### config.mk
export PLATFORM = sky130hd
export DESIGN_NAME = textbuf_ctl_flat
export DESIGN_NICKNAME = d
export VERILOG_FILES = /design/src/rtl/textbuf_if.sv /design/src/rtl/textbuf_ctl.sv /design/src/flat_wrapper.sv
export SDC_FILE = /design/constraint.sdc
export NUM_CORES = 1
export LEC_CHECK = 0
export ABC_AREA = 0
export BUFFER_PORTS_ARGS = -buffer_cell sky130_fd_sc_hd__buf_4
export CAP_MARGIN = 15
export CORE_MARGIN = 4
export CORE_UTILIZATION = 35
export CTS_BUF_LIST = sky130_fd_sc_hd__clkbuf_4 sky130_fd_sc_hd__clkbuf_8
export CTS_CLUSTER_DIAMETER = 40
export CTS_CLUSTER_SIZE = 10
export DETAILED_ROUTE_END_ITERATION = 6
export GPL_TIMING_DRIVEN = 0
export PLACE_DENSITY = 0.75
export SETUP_SLACK_MARGIN = 0.1
export SYNTH_ARGS = -nofsm -noshare
export SYNTH_HDL_FRONTEND = slang
export SYNTH_SLANG_ARGS = --single-unit
### constraint.sdc
create_clock -name clk -period 2.9 [get_ports clk]
set_input_delay 0 -clock clk [delete_from_list [all_inputs] [get_ports clk]]
set_output_delay 0 -clock clk [all_outputs]
set_load 0.01 [all_outputs]
### src/rtl/textbuf_if.sv
// Requester (ports A and B) and bulk-operation handshake bundle for textbuf_ctl.
interface textbuf_if #(
    parameter int LOG2TXT = 8
);
    logic               a_req, a_we, a_ack;
    logic [LOG2TXT-1:0] a_addr;
    logic [7:0]         a_data, a_q;
    logic               b_req, b_we, b_ack;
    logic [LOG2TXT-1:0] b_addr;
    logic [7:0]         b_data, b_q;
    logic               clr_req, scroll_req, busy, op_done;

    modport master (
        output a_req, a_we, a_addr, a_data,
        output b_req, b_we, b_addr, b_data,
        output clr_req, scroll_req,
        input  a_ack, a_q, b_ack, b_q, busy, op_done
    );

    modport slave (
        input  a_req, a_we, a_addr, a_data,
        input  b_req, b_we, b_addr, b_data,
        input  clr_req, scroll_req,
        output a_ack, a_q, b_ack, b_q, busy, op_done
    );
endinterface

### src/rtl/textbuf_ctl.sv
// Port-B sequencer of the OSD text buffer: two-requester arbitration plus clear/scroll-up.
// Scroll-up is built only when TEXTBUF_SCROLL_EN is defined.
module textbuf_ctl #(
    parameter int         WINDOW_W = 32,
    parameter int         WINDOW_H = 8,
    parameter int         LOG2TXT  = 8,
    parameter logic [7:0] FILL     = 8'h20
) (
    input  logic               clk,
    input  logic               reset_n,
    textbuf_if.slave           bus,
    output logic [LOG2TXT-1:0] mem_addr,
    output logic [7:0]         mem_data,
    output logic               mem_wren,
    input  logic [7:0]         mem_q
);
    localparam int CW = LOG2TXT + 1;
    localparam logic [CW-1:0] LAST_CELL = CW'(2**LOG2TXT - 1);

    typedef enum logic [2:0] {
        IDLE,
        ACC,
        CLEAR,
`ifdef TEXTBUF_SCROLL_EN
        SCR_RD,
        SCR_WR,
        SCR_FILL,
`endif
        DONE
    } state_t;

    state_t        state, state_nxt;
    logic [CW-1:0] cnt, cnt_nxt;
    logic          last_b, last_b_nxt;
    logic          pclr, pscr;
    logic          clr_start, sel_b;

    // Round-robin: B wins only if A is idle or A was served last.
    assign sel_b    = bus.b_req && (!bus.a_req || !last_b);
    assign bus.busy = pclr | pscr | ((state != IDLE) && (state != ACC));

    always_ff @(posedge clk or negedge reset_n) begin
        if (!reset_n) begin
            state  <= IDLE;
            cnt    <= '0;
            last_b <= 1'b1;
            pclr   <= 1'b0;
        end else begin
            state  <= state_nxt;
            cnt    <= cnt_nxt;
            last_b <= last_b_nxt;
            if (bus.clr_req)
                pclr <= 1'b1;
            else if (clr_start)
                pclr <= 1'b0;
        end
    end

`ifdef TEXTBUF_SCROLL_EN
    localparam logic [CW-1:0] ROW_W    = CW'(WINDOW_W);
    localparam logic [CW-1:0] SCR_LAST = CW'(WINDOW_W * (WINDOW_H - 1) - 1);
    logic          scr_start;
    logic [CW-1:0] rd_idx;

    assign rd_idx = cnt + ROW_W;

    // A simultaneous clear pulse suppresses the scroll; a starting clear cancels it.
    always_ff @(posedge clk or negedge reset_n) begin
        if (!reset_n)
            pscr <= 1'b0;
        else if (bus.scroll_req && !bus.clr_req)
            pscr <= 1'b1;
        else if (scr_start || clr_start)
            pscr <= 1'b0;
    end
`else
    logic unused_scroll;
    assign unused_scroll = bus.scroll_req;
    assign pscr          = 1'b0;
`endif

    always_comb begin
        state_nxt   = state;
        cnt_nxt     = cnt;
        last_b_nxt  = last_b;
        clr_start   = 1'b0;
`ifdef TEXTBUF_SCROLL_EN
        scr_start   = 1'b0;
`endif
        mem_addr    = '0;
        mem_data    = '0;
        mem_wren    = 1'b0;
        bus.a_ack   = 1'b0;
        bus.a_q     = '0;
        bus.b_ack   = 1'b0;
        bus.b_q     = '0;
        bus.op_done = 1'b0;
        case (state)
            IDLE: begin
                if (pclr) begin
                    clr_start = 1'b1;
                    cnt_nxt   = '0;
                    state_nxt = CLEAR;
`ifdef TEXTBUF_SCROLL_EN
                end else if (pscr) begin
                    scr_start = 1'b1;
                    cnt_nxt   = '0;
                    state_nxt = SCR_RD;
`endif
                end else if (bus.a_req || bus.b_req) begin
                    mem_addr   = sel_b ? bus.b_addr : bus.a_addr;
                    mem_data   = sel_b ? bus.b_data : bus.a_data;
                    mem_wren   = sel_b ? bus.b_we   : bus.a_we;
                    last_b_nxt = sel_b;
                    state_nxt  = ACC;
                end
            end
            // last_b now names the requester granted in the previous cycle.
            ACC: begin
                if (last_b) begin
                    bus.b_ack = 1'b1;
                    bus.b_q   = mem_q;
                end else begin
                    bus.a_ack = 1'b1;
                    bus.a_q   = mem_q;
                end
                state_nxt = IDLE;
            end
            CLEAR: begin
                mem_addr = cnt[LOG2TXT-1:0];
                mem_data = FILL;
                mem_wren = 1'b1;
                cnt_nxt  = cnt + CW'(1);
                if (cnt == LAST_CELL)
                    state_nxt = DONE;
            end
`ifdef TEXTBUF_SCROLL_EN
            SCR_RD: begin
                mem_addr  = rd_idx[LOG2TXT-1:0];
                state_nxt = SCR_WR;
            end
            SCR_WR: begin
                mem_addr  = cnt[LOG2TXT-1:0];
                mem_data  = mem_q;
                mem_wren  = 1'b1;
                cnt_nxt   = cnt + CW'(1);
                state_nxt = (cnt == SCR_LAST) ? SCR_FILL : SCR_RD;
            end
            SCR_FILL: begin
                mem_addr = cnt[LOG2TXT-1:0];
                mem_data = FILL;
                mem_wren = 1'b1;
                cnt_nxt  = cnt + CW'(1);
                if (cnt == LAST_CELL)
                    state_nxt = DONE;
            end
`endif
            DONE: begin
                bus.op_done = 1'b1;
                state_nxt   = IDLE;
            end
            default: state_nxt = IDLE;
        endcase
    end
endmodule

### src/flat_wrapper.sv
// flat-port wrapper written by rule: the top's interface ports become plain ports
module textbuf_ctl_flat 
#(
    parameter int         WINDOW_W = 32,
    parameter int         WINDOW_H = 8,
    parameter int         LOG2TXT  = 8,
    parameter logic [7:0] FILL     = 8'h20
)
  (clk, reset_n, mem_addr, mem_data, mem_wren, mem_q, bus_a_req, bus_a_we, bus_a_addr, bus_a_data, bus_b_req, bus_b_we, bus_b_addr, bus_b_data, bus_clr_req, bus_scroll_req, bus_a_ack, bus_a_q, bus_b_ack, bus_b_q, bus_busy, bus_op_done);
  textbuf_if #(.LOG2TXT(LOG2TXT)) bus_i ();
  input  logic clk;
  input  logic reset_n;
  output logic [LOG2TXT-1:0] mem_addr;
  output logic [7:0] mem_data;
  output logic mem_wren;
  input  logic [7:0] mem_q;
  input wire logic [$bits(bus_i.a_req)-1:0] bus_a_req;
  input wire logic [$bits(bus_i.a_we)-1:0] bus_a_we;
  input wire logic [$bits(bus_i.a_addr)-1:0] bus_a_addr;
  input wire logic [$bits(bus_i.a_data)-1:0] bus_a_data;
  input wire logic [$bits(bus_i.b_req)-1:0] bus_b_req;
  input wire logic [$bits(bus_i.b_we)-1:0] bus_b_we;
  input wire logic [$bits(bus_i.b_addr)-1:0] bus_b_addr;
  input wire logic [$bits(bus_i.b_data)-1:0] bus_b_data;
  input wire logic [$bits(bus_i.clr_req)-1:0] bus_clr_req;
  input wire logic [$bits(bus_i.scroll_req)-1:0] bus_scroll_req;
  output wire logic [$bits(bus_i.a_ack)-1:0] bus_a_ack;
  output wire logic [$bits(bus_i.a_q)-1:0] bus_a_q;
  output wire logic [$bits(bus_i.b_ack)-1:0] bus_b_ack;
  output wire logic [$bits(bus_i.b_q)-1:0] bus_b_q;
  output wire logic [$bits(bus_i.busy)-1:0] bus_busy;
  output wire logic [$bits(bus_i.op_done)-1:0] bus_op_done;
  assign bus_i.a_req = bus_a_req;
  assign bus_i.a_we = bus_a_we;
  assign bus_i.a_addr = bus_a_addr;
  assign bus_i.a_data = bus_a_data;
  assign bus_i.b_req = bus_b_req;
  assign bus_i.b_we = bus_b_we;
  assign bus_i.b_addr = bus_b_addr;
  assign bus_i.b_data = bus_b_data;
  assign bus_i.clr_req = bus_clr_req;
  assign bus_i.scroll_req = bus_scroll_req;
  assign bus_a_ack = bus_i.a_ack;
  assign bus_a_q = bus_i.a_q;
  assign bus_b_ack = bus_i.b_ack;
  assign bus_b_q = bus_i.b_q;
  assign bus_busy = bus_i.busy;
  assign bus_op_done = bus_i.op_done;
  textbuf_ctl #(.WINDOW_W(WINDOW_W), .WINDOW_H(WINDOW_H), .LOG2TXT(LOG2TXT), .FILL(FILL)) u_core (.clk(clk), .reset_n(reset_n), .bus(bus_i), .mem_addr(mem_addr), .mem_data(mem_data), .mem_wren(mem_wren), .mem_q(mem_q));
endmodule
# --- Yosys cells after proc, flatten, opt, wreduce, memory -nomap -nowiden ---
# Index checks and enable logic that the tools add are counted.
totals:
  elab_cells: 59
  in_bits: 48
  reg_bits: 14
  output_inout_bits: 37
op_classes:
  bitwise_logic: 2
  muxes: 31
  n_eq_ne: 8
  n_addsub: 1
  reduce_logical: 13
op_table:
  columns: ["op", "n"]
  rows:
  - ["two-way mux 8 bit", 10]
  - ["one-hot mux 8 bit (2 select lines)", 2]
  - ["one-hot mux 9 bit (2 select lines)", 1]
  - ["two-way mux 1 bit", 12]
  - ["adder 9 x 1 -> 9 bit, second input constant", 1]
  - ["equality test 9 x 8 -> 1 bit, second input constant", 1]
  - ["two-way mux 3 bit", 3]
  - ["two-way mux 9 bit", 1]
  - ["equality test 3 x 2 -> 1 bit, second input constant", 2]
  - ["inequality test 3 x 1 -> 1 bit, second input constant", 2]
  - ["one-hot mux 3 bit (2 select lines)", 1]
  - ["inequality test 2 x 1 -> 1 bit, second input constant", 2]
  - ["AND reduction 2 bit", 2]
  - ["nonzero test 2 bit", 2]
  - ["equality test 3 x 1 -> 1 bit, second input constant", 1]
  - ["zero test 3 bit", 1]
  - ["AND reduction 3 bit", 1]
  - ["nonzero test 3 bit", 1]
  - ["logical AND 1 bit", 2]
  - ["zero test 1 bit", 2]
  - ["logical OR 1 bit", 2]
  - ["one-hot mux 1 bit (2 select lines)", 1]
  - ["NOT 1 bit", 1]
  - ["OR 1 bit", 1]

# --- Logic depth before layout (Yosys ltp) ---
depth:
  word_depth: 7
  ltp_mapped: 7
  depth_no_buf: 7

# --- Least setup slack after synthesis ---
# Ideal clock, no wire load.
synth_path:
  path_kind: "reg2reg"
  start: "register u_core.cnt[0]"
  end: "register u_core.cnt[8]"
  required_time_ps: 2818
  synth_period_minus_slack_ps: 1488
  setup_time_ps: 82
  path_stages_with_launch: 7
  arrival_ps: 1406
  setup_slack_ps: 1412
  n_path_buf: 0
  cell_sequence: "dfrtp_1 -> ha_1 -> nand3_1 -> nor2_1 -> and3_1 -> ha_1 -> o22ai_1"
synth_between:
  elab_chain_len: 2
synth_rtl:
  columns: ["item", "line", "rtl"]
  rows:
  - ["start: declaration", "textbuf_ctl.sv:33", "logic [CW-1:0] cnt, cnt_nxt;"]
  - ["start signal: assignment", "textbuf_ctl.sv:50", "cnt <= cnt_nxt;"]
  - ["adder 9 x 1 -> 9 bit", "textbuf_ctl.sv:133", "cnt_nxt = cnt + CW'(1);"]
  - ["one-hot mux 9 bit (2 select lines)", "textbuf_ctl.sv:98", "case (state)"]
# Every way passes these cells.
# A chain may end at the register's enable or synchronous reset.

# --- Final worst setup path ---
layout_path:
  start: "register u_core.state[1]"
  end: "output port bus_a_q[1]"
layout_between:
  elab_chain_len: 2
layout_rtl:
  columns: ["item", "line", "rtl"]
  rows:
  - ["start: declaration", "textbuf_ctl.sv:32", "state_t state, state_nxt;"]
  - ["start signal: assignment", "textbuf_ctl.sv:49", "state <= state_nxt;"]
  - ["equality test 3 x 1 -> 1 bit", "textbuf_ctl.sv:98", null]
  - ["two-way mux 8 bit", "textbuf_ctl.sv:98", null]
  - ["end: declaration", "flat_wrapper.sv:28", "output wire logic [$bits(bus_i.a_q)-1:0] bus_a_q;"]
# Every way passes these cells.

==> reports/summary.txt <==
Crit. End Element = output port
Reg2reg path depth = 6
Root buffer cell = clkbuf_4
Drt total wl = 3310 um
I/O pin cnt = 85
Resize count post-CTS = 0
Via/cell ratio = 4.88
Final Hold Viols = 0
Syn_area_per_cell = 8.36 um^2
Setup_tns = 0 ns
Remaining DRCs = 0
Top Family by Delay on Critical Path = simple AND/OR/NAND/NOR gates
ANT cells = 0
Area growth, synth to finish = 66.4%
Fin area = 0.00185 mm^2
Post-layout minimum cycle time = 1.83 ns
DP Area = 0.00179 mm^2
Die Footprint = 0.00414 mm^2
Die width = 64.4 um
Synth warnings = 0
Setup bufs post-CTS = 0
Worst Skew = 0.00251 ns
Crit-path cells = buf_4 > nor3b_1 > and2_1 > buf_4
Peak VDD IR = 90.3 uV
I/O Buffers = 83
Mapped cell area = 0.00111 mm^2
Syn Nets = 183
Via count = 1302
CORE AREA = 0.00305 mm^2
Commonest cells after routing, fill and taps aside = 87 x buf_4, 17 x mux2i_1, 17 x and2_1, 13 x nand2_1, 13 x o21ai_0
Clock tree sinks = 13
RSZ-0062 raised after global routing = false
Layout cells sized above 1 = 0.457
CP startpoint kind = register
Worst setup endpoint = bus_a_q[1]
Layout filler cell count = 307
Standard-cell rows = 20
R2R Setup Slk = 1.26 ns
Vias in the first global route = 1261
GRT Total Usage = 0.160
Hold-fix buffer count after cts = 3
Lkg Pwr = 0.000991 uW
GP Congestion = 0.734
Setup WS post-layout = 1.07 ns
Sw power = 80.7 uW
Hold slack = 0.00894 ns
Critical path buffer and inverter count = 2
Pwr/cell area = 205 mW/mm^2
Wire per inst = 12.4 um
Synthesized netlist cell count = 133
CP startpoint = u_core.state[1]
Status = finished, final reports clean
Part of the power in combinational logic = 0.210
Die H = 64.4 um
CTS tree = done
Worst-Margin Slew = 0.760 ns
H-tree level count = 1
TritonCTS Buffers = 3
Reg-to-Reg End = u_core.cnt[8]
Clk network pwr share = 0.312
Largest net degree at the start of global routing = 14
Worst relative slew slack = 0.492
Fin. max-slew vios = 0
Grt ovf = 0
First-pass GRT wire length = 5320 um
Critical Path Fanout Max = 10
Period Utilization, post-route = 0.632
Clock Latency Late Sink = 0.27 ns
First-pass DRT Iterations = 4
Clock Tree Buf Depth = 2
Hold Path Class = in2reg
Switching share of power = 0.213
Max_cap viols = 0
Stages on worst setup path = 4
Fin nets = 274
Antenna violations before repair = 0
Reg2reg start = u_core.cnt[0]
Core Util, Final = 0.606
Critical path required time = 2.90 ns
Final Setup Violations = 0
Critical path's slowest cell = nor3b_1
Internal power = 299 uW
Sequential share of the synthesized area = 0.294
Post-synth cell types = 33
Worst path max stage delay = 0.63 ns
Dpl ws = 1.25 ns
Setup CP Type = reg2out
HPWL Detailed = 2770 um
Sequential power share = 0.477
Worst EP arrival = 1.83 ns
DRT iter0 DRCs = 33
Fmax achieved = 546 MHz
Crit-path most repeated cell = buf_4
Clock slew at reported path FFs = 0.08 ns
Detail Route Antenna Nets = 0
Synth Register Bits = 13
Starting Density = 0.364
Most common cell after layout, fill and taps aside = buf_4
[cell type report]
| class | instances | area [um^2] | area share |
|---|---|---|---|
| timing repair buffer | 86 | 653 | 0.353 |
| sequential | 13 | 327 | 0.176 |
| tap | 44 | 55.1 | 0.0297 |
| buffer | 8 | 61.3 | 0.0331 |
| inverter | 6 | 22.5 | 0.0122 |
| multi-input combinational | 106 | 702 | 0.379 |
| clock buffer | 4 | 30.0 | 0.0162 |
[power groups by stage]
| stage | Combinational (uW) | Clock (uW) | Sequential, uW |
|---|---|---|---|
| 2_1_floorplan | 21.9 | 0 | 185 |
| 5_1_grt | 87.7 | 130 | 181 |
| 3_3_place_gp | 76.9 | 0 | 185 |
| 3_5_place_dp | 77.5 | 0 | 185 |
| 4_1_cts | 80.9 | 123 | 181 |
| 6_report | 79.8 | 118 | 181 |
[worst min path at each step]
stage | startpoint | slack [ns] | cells past startpoint | endpoint
final | bus_b_req | 0.009 | 3 | u_core.last_b
after CTS | bus_b_req | 0.004 | 3 | u_core.last_b
after global routing | bus_b_req | 0.04 | 3 | u_core.last_b
after detailed placement | reset_n | -0.15 | 1 | u_core.pclr
after floorplan | reset_n | -0.30 | 0 | u_core.cnt[0]
after global placement | reset_n | -0.15 | 1 | u_core.pclr
[per-layer routing]
metal  wire, um  GRT usage  vias to the layer above  part of all wire
met5          0          0                        -                 0
met4         25     0.0396                        0            0.0076
met2       1640      0.308                       68              0.50
li1           -          -                      645                 -
met1       1230      0.165                      585              0.37
met3        415     0.0492                        4              0.13
[flip-flops by register name, summed over array words and instances (netlist names)]
signal         count
u_core.last_b      1
u_core.state       2
u_core.pclr        1
u_core.cnt         9
[Yosys cell counts (all sizes together)]
library cell / count / area [um^2]
nand2b: 2 / 20.0
dfstp: 1 / 26.3
clkbuf: 1 / 3.75
nor2: 11 / 41.3
and2: 17 / 106
a21oi: 4 / 20.0
and3b: 1 / 8.76
nand3: 3 / 15.0
ha: 2 / 25.0
a22o: 1 / 8.76
nand2: 13 / 48.8
buf: 7 / 57.6
o21ai: 14 / 70.1
mux2i: 17 / 170
a21boi: 1 / 7.51
dfrtp: 12 / 300
or4: 2 / 22.5
a2bb2oi: 1 / 8.76
inv: 6 / 22.5
nand4: 1 / 6.26
nor3: 2 / 15.0
nor2b: 1 / 6.26
o211ai: 2 / 25.0
a31oi: 1 / 6.26
nor3b: 2 / 15.0
o22ai: 6 / 37.5
and3: 1 / 6.26
o21bai: 1 / 11.3
[worst min-delay path, stage by stage]
cell and delay, ns:
buf_4 0.12, a21oi_1 0.11, a31oi_1 0.05
[kinds of logic after synthesis]
| group | after synthesis | share of synthesized area |
|---|---|---|
| AND/OR/NAND/NOR | 56 | 0.280 |
| buffers and inverters | 14 | 0.0754 |
| AO/OA/AOI/OAI | 31 | 0.175 |
| adder cells (fa/ha/maj) | 2 | 0.0225 |
| multiplexers | 17 | 0.153 |
| flip-flops | 13 | 0.294 |
[per-stage QoR]
step                total power [uW]  std cells
global route                     399        267
floorplan                        207        133
CTS                              385        267
finish                           379        267
global placement                 262        260
detailed placement               262        260
Power figures use the tool's default switching activity.
